**src/rtl/gpr_write_arbiter.sv**
```systemverilog
// Round-robin arbiter sharing the single GPR write port among NUM_REQ requesters,
// with locked bursts and a registered output stage. Define ADDR_CHECK_EN to drop illegal addresses.
module gpr_write_arbiter #(
    parameter int NUM_REQ   = 4,
    parameter int AW        = 4,
    parameter int DW        = 10,
    parameter int NUM_REGS  = 10,
    parameter int MAX_BURST = 4
) (
    input  logic                  clk,
    input  logic                  rst,
    input  logic [NUM_REQ-1:0]    req_valid,
    input  logic [NUM_REQ-1:0]    req_lock,
    input  logic [NUM_REQ*AW-1:0] req_addr,
    input  logic [NUM_REQ*DW-1:0] req_data,
    output logic [NUM_REQ-1:0]    req_ready,
    input  logic                  gpr_hold,
    output logic                  gpr_write,
    output logic [AW-1:0]         gpr_inaddr,
    output logic [DW-1:0]         gpr_indata,
    output logic                  err_addr,
    output logic [2:0]            err_src
);
    localparam int PW = $clog2(NUM_REQ);
    localparam int BW = $clog2(MAX_BURST + 1);

    typedef enum logic {S_ARB, S_LOCKED} state_t;

    if (NUM_REQ < 2 || NUM_REQ > 8 || NUM_REGS > (1 << AW) || MAX_BURST < 1) begin : g_cfg_chk
        $error("gpr_write_arbiter: illegal parameter combination");
    end

    state_t          state_q, state_d;
    logic [PW-1:0]   ptr_q, ptr_d, owner_q, owner_d;
    logic [BW-1:0]   cnt_q, cnt_d;
    logic            wr_q, wr_d;
    logic [AW-1:0]   addr_q, addr_d;
    logic [DW-1:0]   data_q, data_d;
    logic            gnt_any;
    logic [PW-1:0]   gnt_idx, cand;
    logic [AW-1:0]   sel_addr;
    logic [DW-1:0]   sel_data;
    logic            addr_bad;

    function automatic logic [PW-1:0] wrap_add(input logic [PW-1:0] a, input int k);
        int s;
        s = int'(a) + k;
        if (s >= NUM_REQ) s = s - NUM_REQ;
        return s[PW-1:0];
    endfunction

    // Scan from highest offset down so the nearest valid requester at/after ptr wins.
    always_comb begin
        gnt_any   = 1'b0;
        gnt_idx   = '0;
        cand      = '0;
        req_ready = '0;
        if (!rst && !gpr_hold) begin
            if (state_q == S_ARB) begin
                for (int k = NUM_REQ - 1; k >= 0; k--) begin
                    cand = wrap_add(ptr_q, k);
                    if (req_valid[cand]) begin
                        gnt_any = 1'b1;
                        gnt_idx = cand;
                    end
                end
            end else if (req_valid[owner_q]) begin
                gnt_any = 1'b1;
                gnt_idx = owner_q;
            end
        end
        if (gnt_any) req_ready[gnt_idx] = 1'b1;
    end

    assign sel_addr = req_addr[gnt_idx*AW +: AW];
    assign sel_data = req_data[gnt_idx*DW +: DW];

    always_comb begin
        state_d = state_q;
        ptr_d   = ptr_q;
        owner_d = owner_q;
        cnt_d   = cnt_q;
        if (!gpr_hold) begin
            if (state_q == S_ARB) begin
                if (gnt_any) begin
                    ptr_d = wrap_add(gnt_idx, 1);
                    if (req_lock[gnt_idx] && MAX_BURST > 1) begin
                        state_d = S_LOCKED;
                        owner_d = gnt_idx;
                        cnt_d   = BW'(1);
                    end
                end
            end else if (req_valid[owner_q] && req_lock[owner_q]
                         && (int'(cnt_q) + 1 < MAX_BURST)) begin
                cnt_d = cnt_q + BW'(1);
            end else begin
                // Owner dropped valid, dropped lock, or hit the burst limit.
                state_d = S_ARB;
                cnt_d   = '0;
            end
        end
    end

`ifdef ADDR_CHECK_EN
    logic       err_q, err_d;
    logic [2:0] src_q, src_d;
    assign addr_bad = int'(sel_addr) >= NUM_REGS;
    always_comb begin
        err_d = gnt_any && addr_bad;
        src_d = err_d ? 3'(gnt_idx) : src_q;
    end
    always_ff @(posedge clk) begin
        if (rst) begin
            err_q <= 1'b0;
            src_q <= '0;
        end else begin
            err_q <= err_d;
            src_q <= src_d;
        end
    end
    assign err_addr = err_q;
    assign err_src  = src_q;
`else
    assign addr_bad = 1'b0;
    assign err_addr = 1'b0;
    assign err_src  = 3'd0;
`endif

    always_comb begin
        wr_d   = gnt_any && !addr_bad;
        addr_d = wr_d ? sel_addr : addr_q;
        data_d = wr_d ? sel_data : data_q;
    end

    always_ff @(posedge clk) begin
        if (rst) begin
            state_q <= S_ARB;
            ptr_q   <= '0;
            owner_q <= '0;
            cnt_q   <= '0;
            wr_q    <= 1'b0;
            addr_q  <= '0;
            data_q  <= '0;
        end else begin
            state_q <= state_d;
            ptr_q   <= ptr_d;
            owner_q <= owner_d;
            cnt_q   <= cnt_d;
            wr_q    <= wr_d;
            addr_q  <= addr_d;
            data_q  <= data_d;
        end
    end

    assign gpr_write  = wr_q;
    assign gpr_inaddr = addr_q;
    assign gpr_indata = data_q;
endmodule

```
**config.mk**
```make
export PLATFORM = sky130hd
export DESIGN_NAME = gpr_write_arbiter
export DESIGN_NICKNAME = d
export VERILOG_FILES = /design/src/rtl/gpr_write_arbiter.sv
export SDC_FILE = /design/constraint.sdc
export NUM_CORES = 1
export LEC_CHECK = 0
export ABC_AREA = 0
export BUFFER_PORTS_ARGS = -buffer_cell sky130_fd_sc_hd__buf_4
export CAP_MARGIN = 25
export CELL_PAD_IN_SITES_DETAIL_PLACEMENT = 2
export CELL_PAD_IN_SITES_GLOBAL_PLACEMENT = 2
export CORE_MARGIN = 10
export CORE_UTILIZATION = 25
export DETAILED_ROUTE_END_ITERATION = 8
export PLACE_DENSITY_LB_ADDON = 0.1
export SYNTH_ARGS = -nofsm -noshare
export SYNTH_HDL_FRONTEND = slang
export SYNTH_SLANG_ARGS = --single-unit
```
**constraint.sdc**
```tcl
create_clock -name clk -period 2.9 [get_ports clk]
set_clock_uncertainty 0.1 [all_clocks]
set_input_delay 0.29 -clock clk [delete_from_list [all_inputs] [get_ports clk]]
set_output_delay 0.29 -clock clk [all_outputs]
set_load 0.05 [all_outputs]
```
# Yosys cells after proc, flatten, opt, wreduce, memory -nomap -nowiden
# Index checks and enable logic that the tools add are counted.
# op_classes
n_addsub	11
mul	1
magnitude_cmp	13
shifts	2
muxes	52
bitwise_logic	2
reduce_logical	11
# op_table
op	count
2-bit 2-to-1 mux	20
40-bit by 7-bit indexed part select with 10-bit output	1
1-bit 2-to-1 mux	19
2-bit by 3-bit < comparator with 1-bit output (second input constant)	6
16-bit by 5-bit indexed part select with 4-bit output	1
1-bit binary-select mux with 2-bit select	7
3-bit >= comparator (second input constant)	4
3-bit 2-to-1 mux	4
2-bit by 1-bit subtractor with 2-bit output (second input constant)	5
2-bit by 1-bit adder with 3-bit output (second input constant)	2
2-bit by 2-bit adder with 3-bit output (second input constant)	2
3-bit AND reduction	2
2-bit by 3-bit multiplier with 5-bit output (second input constant)	1
3-bit by 1-bit adder with 4-bit output (second input constant)	1
1-bit logical AND	4
4-bit by 3-bit < comparator with 1-bit output (second input constant)	1
4-bit 2-to-1 mux	1
4-bit AND reduction	1
2-bit nonzero test	2
3-bit by 1-bit adder with 3-bit output (second input constant)	1
2-bit by 3-bit >= comparator with 1-bit output (second input constant)	1
1-bit demux with 2-bit select	1
2-bit by 1-bit >= comparator with 1-bit output (second input constant)	1
1-bit logical NOT	2
1-bit NOT	2
# totals
regBits	23
inputBits	67
out_inout_bits	23

# Depth between registers and ports, before layout
# logic_depth
depth_word	18
ltp_mapped	9
mapped_depth_nobuf	7

# Worst setup path before layout
# No wires, ideal clock.
# synth_timing
path_type	input-to-output
from	input req_valid[0]
to	output req_ready[2]
arrival_ns	2.212
t_required_ns	2.510
setup_slack_ns	0.298
stages	9
n_path_buf	2
path_cell_list	buf_2 > or3b_1 > o2111a_1 > a211oi_4 > nand2_2 > clkinv_2 > buf_2 > ha_1 > and2_1
# synth_via
elab_chain_len	13
elab_cells_between_ends	30
classes_between	2 x order compare; 27 x mux; 1 x reduce/logical
# synth_rtl
item	line	rtl
start, declared	12	input logic [NUM_REQ-1:0] req_valid,
1-bit binary-select mux with 2-bit select	62	if (req_valid[cand]) begin
1-bit 2-to-1 mux (not written as such)	62	
2-bit 2-to-1 mux (4 in series)	62	
2-bit 2-to-1 mux (*)	59	if (state_q == S_ARB) begin
2-bit 2-to-1 mux (*)	58	if (!rst && !gpr_hold) begin
via gnt_idx[1]	40	logic [PW-1:0] gnt_idx, cand;
2-bit by 3-bit < comparator with 1-bit output (not written as such) / 2-bit by 1-bit >= comparator with 1-bit output (equally long branches)	72	if (gnt_any) req_ready[gnt_idx] = 1'b1;
1-bit logical AND (not written as such)	72	
1-bit 2-to-1 mux (not written as such)	72	
1-bit demux with 2-bit select (*)	72	
4-bit 2-to-1 mux (*)	72	
end, declared	16	output logic [NUM_REQ-1:0] req_ready,
# The timed path passes the listed nets; every way through them passes the cells marked *. The select of a mux whose other input is x is not followed.

# Worst setup path in the final report
# layout_timing
from	register owner_q[1]
to	output req_ready[1]
# layout_via
elab_chain_len	10
elab_cells_between_ends	14
classes_between	2 x order compare; 11 x mux; 1 x reduce/logical
# layout_rtl
item	line	rtl
start, declared	34	logic [PW-1:0] ptr_q, ptr_d, owner_q, owner_d;
start signal, assigned	147	owner_q <= owner_d;
1-bit binary-select mux with 2-bit select	67	end else if (req_valid[owner_q]) begin
1-bit 2-to-1 mux (not written as such)	67	
2-bit 2-to-1 mux	67	
2-bit 2-to-1 mux	59	
2-bit 2-to-1 mux	58	
2-bit by 3-bit < comparator with 1-bit output (not written as such) / 2-bit by 1-bit >= comparator with 1-bit output (equally long branches)	72	
1-bit logical AND (not written as such)	72	
1-bit 2-to-1 mux (not written as such)	72	
1-bit demux with 2-bit select	72	
4-bit 2-to-1 mux (*)	72	
# Mark *: on every way between the ends. The rest lies on a longest branch, timed or not. The select of a mux whose other input is x is not followed.

==> flow_metrics.py <==
metrics = {
    "sta": {
        "relSlewSlack": 0.5814,
        "setup_viol": 0,
        "worst_slew_pin_slew_ps": 627.9,
        "finalMaxSlewViolations": 0,
        "finalCritPeriodShare": 0.9548,
        "fmax_ghz": 0.3611,
        "finalHoldViolCount": 0,
        "period_needed_ps": 2769,
        "fin_tns_setup_ps": 0,
        "rsz0062_at_grt": "false",
    },
    "global_route": {
        "track_usage": 0.1282,
        "grt_pass1_vias": 2067,
        "antenna_found_initial": 0,
        "grt_pass1_wl_mm": 11.59,
        "grt_max_degree": 16,
        "overflow": 0,
    },
    "hold_path": {
        "min_path_type": "input pin to flip-flop",
        "hold_start": "rst",
    },
    "logic_synthesis": {
        "ys.flop_type": "dfxtp_1",
        "synthArstFlopShare": 0,
        "synth_area_um2": 1762,
        "synth-seq-cells": 23,
        "yosysWarnings": 0,
        "synth.avg_cell_area_um2": 9.034,
        "synthCells": 195,
        "ys_seq_area_frac": 0.2614,
        "synth_edf_count": 0,
        "yosysUniqueCellTypes": 47,
    },
    "finish": {
        "final-instance-count-excl-fill": 371,
        "drive_above_1_share": 0.4582,
        "num_antenna_cells": 0,
        "n_fill_cell": 794,
        "nets": 348,
        "syn_to_final_growth_pct": 44.96,
    },
    "placed_design": {
        "gp_congestion": 0.7283,
        "place_inst": 367,
        "port_buffers": 85,
        "dp_hpwl_mm": 5.853,
    },
    "critical_path": {
        "startpoint": "owner_q[1]$_SDFFE_PP0P_",
        "critPathArrivalTime_ps": 2380,
        "worstPathMaxFanout": 9,
        "worst_path_max_delay_cell": "dfxtp_2",
        "cp.required_ps": 2510,
        "cp_cell_sequence": "mux2_2, and3_1, a31oi_4, nor3_2, buf_4, ha_1, and2_1, buf_4",
        "worstSetupStartpointType": "flip-flop",
        "reg2reg_from": "owner_q[1]$_SDFFE_PP0P_",
        "endpoint_kind": "primary output",
        "slowest_delay_ps": 440,
        "cp_common_cell": "buf_4",
        "critPathKind": "flip-flop to primary output",
    },
    "cts": {
        "numCtsBuffers": 3,
        "cts.sinks": 23,
        "post_cts_buffers": 0,
        "clockBufferDepth": 2,
        "path_clk_slew_ps": 90,
        "cts_tree": "done",
        "root_buffer": "clkbuf_8",
        "ctsHtreeMaxLevel": 1,
        "worstSkewPairLatency_ps": 270,
    },
    "drt": {
        "drtIter0Drc": 73,
        "routedWlPerCell_um": 19.30,
        "firstDrtPassIters": 3,
        "routed_wl_mm": 7.159,
        "viasPerCell": 5.011,
        "ant_nets": 0,
        "via_count": 1859,
        "route.detailed.drc": 0,
    },
    "floorplanning": {
        "initial_utilization": 0.2579,
        "core_region_area_um2": 6832,
        "ios": 90,
        "die_area_um2": 10800,
        "core.rowCount": 30,
        "die_w_um": 103.9,
        "die_h_um": 103.9,
    },
    "run": {
        "drv_cap": 0,
    },
    "pwr": {
        "p_total_mw": 1.084,
        "power_density_nw_per_um2": 424.4,
        "ir_drop_mv": 0.2244,
        "p_leak_nw": 1.089,
    },
    "run_status": {
        "outcome": "finished clean",
    },
}
[synthesized netlist by cell type, types with 7 or more instances]
master	number	area, um^2
nor2_1	7	26.28
dfxtp_1	23	460.4
o32ai_1	14	122.6
a221oi_2	14	210.2
a21oi_1	19	95.09
clkbuf_1	9	33.78
nand2_1	7	26.28
mux2i_1	18	180.2
[final timing paths]
kind | to | cells after the start | slack, ps
worst max register to register | gpr_indata[2]$_SDFFE_PP0P_ | 8 | 420
worst max-delay path | req_ready[1] | 8 | 130
worst min-delay path | cnt_q[0]$_SDFFE_PP0P_ | 2 | 150
worst min register to register | cnt_q[2]$_SDFFE_PP0P_ | 2 | 380
[registers in the layout, summed over array words and instances (netlist names)]
register,count
cnt_q,3
gpr_inaddr,4
gpr_indata,10
gpr_write,1
owner_q,2
ptr_q,2
state_q,1
[kinds of logic (layout without fill, tap and decap cells)]
kind of cell,after synthesis,count (layout),synth area share
compound gates,73,73,0.3672
simple gates,42,42,0.1250
buf+inv,30,107,0.08735
flops,23,23,0.2614
mux,21,21,0.1214
fa+ha+maj,5,5,0.03551
other cells,1,4,0.002129
[critical path, delay by kind of cell, from the launching register on]
kind                       cells  cell delay (ps)
DFF                            1              440
muxes                          1              380
and+or+nand+nor                3              480
adders and majority gates      1              200
buffers and inverters          2              370
AOI/OAI and AO/OA              1              230
[stage by stage]
step	util	hold WS, ps	setup WS (ps)	cell area (um^2)
finish	0.3738	152.6	131.0	2554
global route	0.3738	157.8	10.53	2554
CTS	0.3716	149.9	35.52	2539
detailed placement	0.3648	380.2	274.7	2492
global placement	0.3648	357.9	261.4	2492
floorplan	-	333.4	297.7	1773
[what timing repair did]
action	CTS	global route
hold buffers	0	0
cloned	0	0
setup endpoints to repair	2	4
gates resized for setup	1	4
[metal layers]
metal | share of wire | global-route usage | wire, um
met5 | 0 | 0 | 0
met4 | 0.0032 | 0.01193 | 23
met3 | 0.044 | 0.03408 | 313
met2 | 0.50 | 0.2198 | 3554
met1 | 0.46 | 0.1613 | 3268
[area by class of cell]
type	count	area, um^2	area share
Timing Repair Buffer	96	720.7	0.2822
Clock buffer	4	45.04	0.01764
Multi-Input combinational cell	145	1176	0.4606
Inverter	7	27.53	0.01078
Sequential cell	23	464.2	0.1818
Tap cell	96	120.1	0.04704
[report_power, final]
group	switching [mW]	leakage, nW	internal (mW)
sequential	0.0315	0.192	0.354
clock	0.106	0.0228	0.0981
combinational	0.293	0.874	0.201
total	0.431	1.09	0.653
[cell usage in the layout, fill, tap and decap left out, drive strengths merged, types with 2 or more instances in the layout]
master | Yosys | routed
nand3 | 5 | 5
nand2b | 2 | 2
clkbuf | 9 | 4
mux2 | 3 | 3
dfxtp | 23 | 23
and3 | 3 | 3
a31oi | 3 | 3
ha | 5 | 5
nor2b | 3 | 3
o21ai | 3 | 3
o211ai | 5 | 5
a221oi | 16 | 16
nand2 | 8 | 8
and2 | 5 | 5
mux2i | 18 | 18
conb | 1 | 4
clkinv | 2 | 2
buf | 14 | 96
o2111ai | 2 | 2
nor2 | 7 | 7
inv | 5 | 5
o32ai | 14 | 14
a21oi | 19 | 19
nor3 | 4 | 4
a211oi | 3 | 3
No activity file was read; power rests on OpenSTA's default activity.
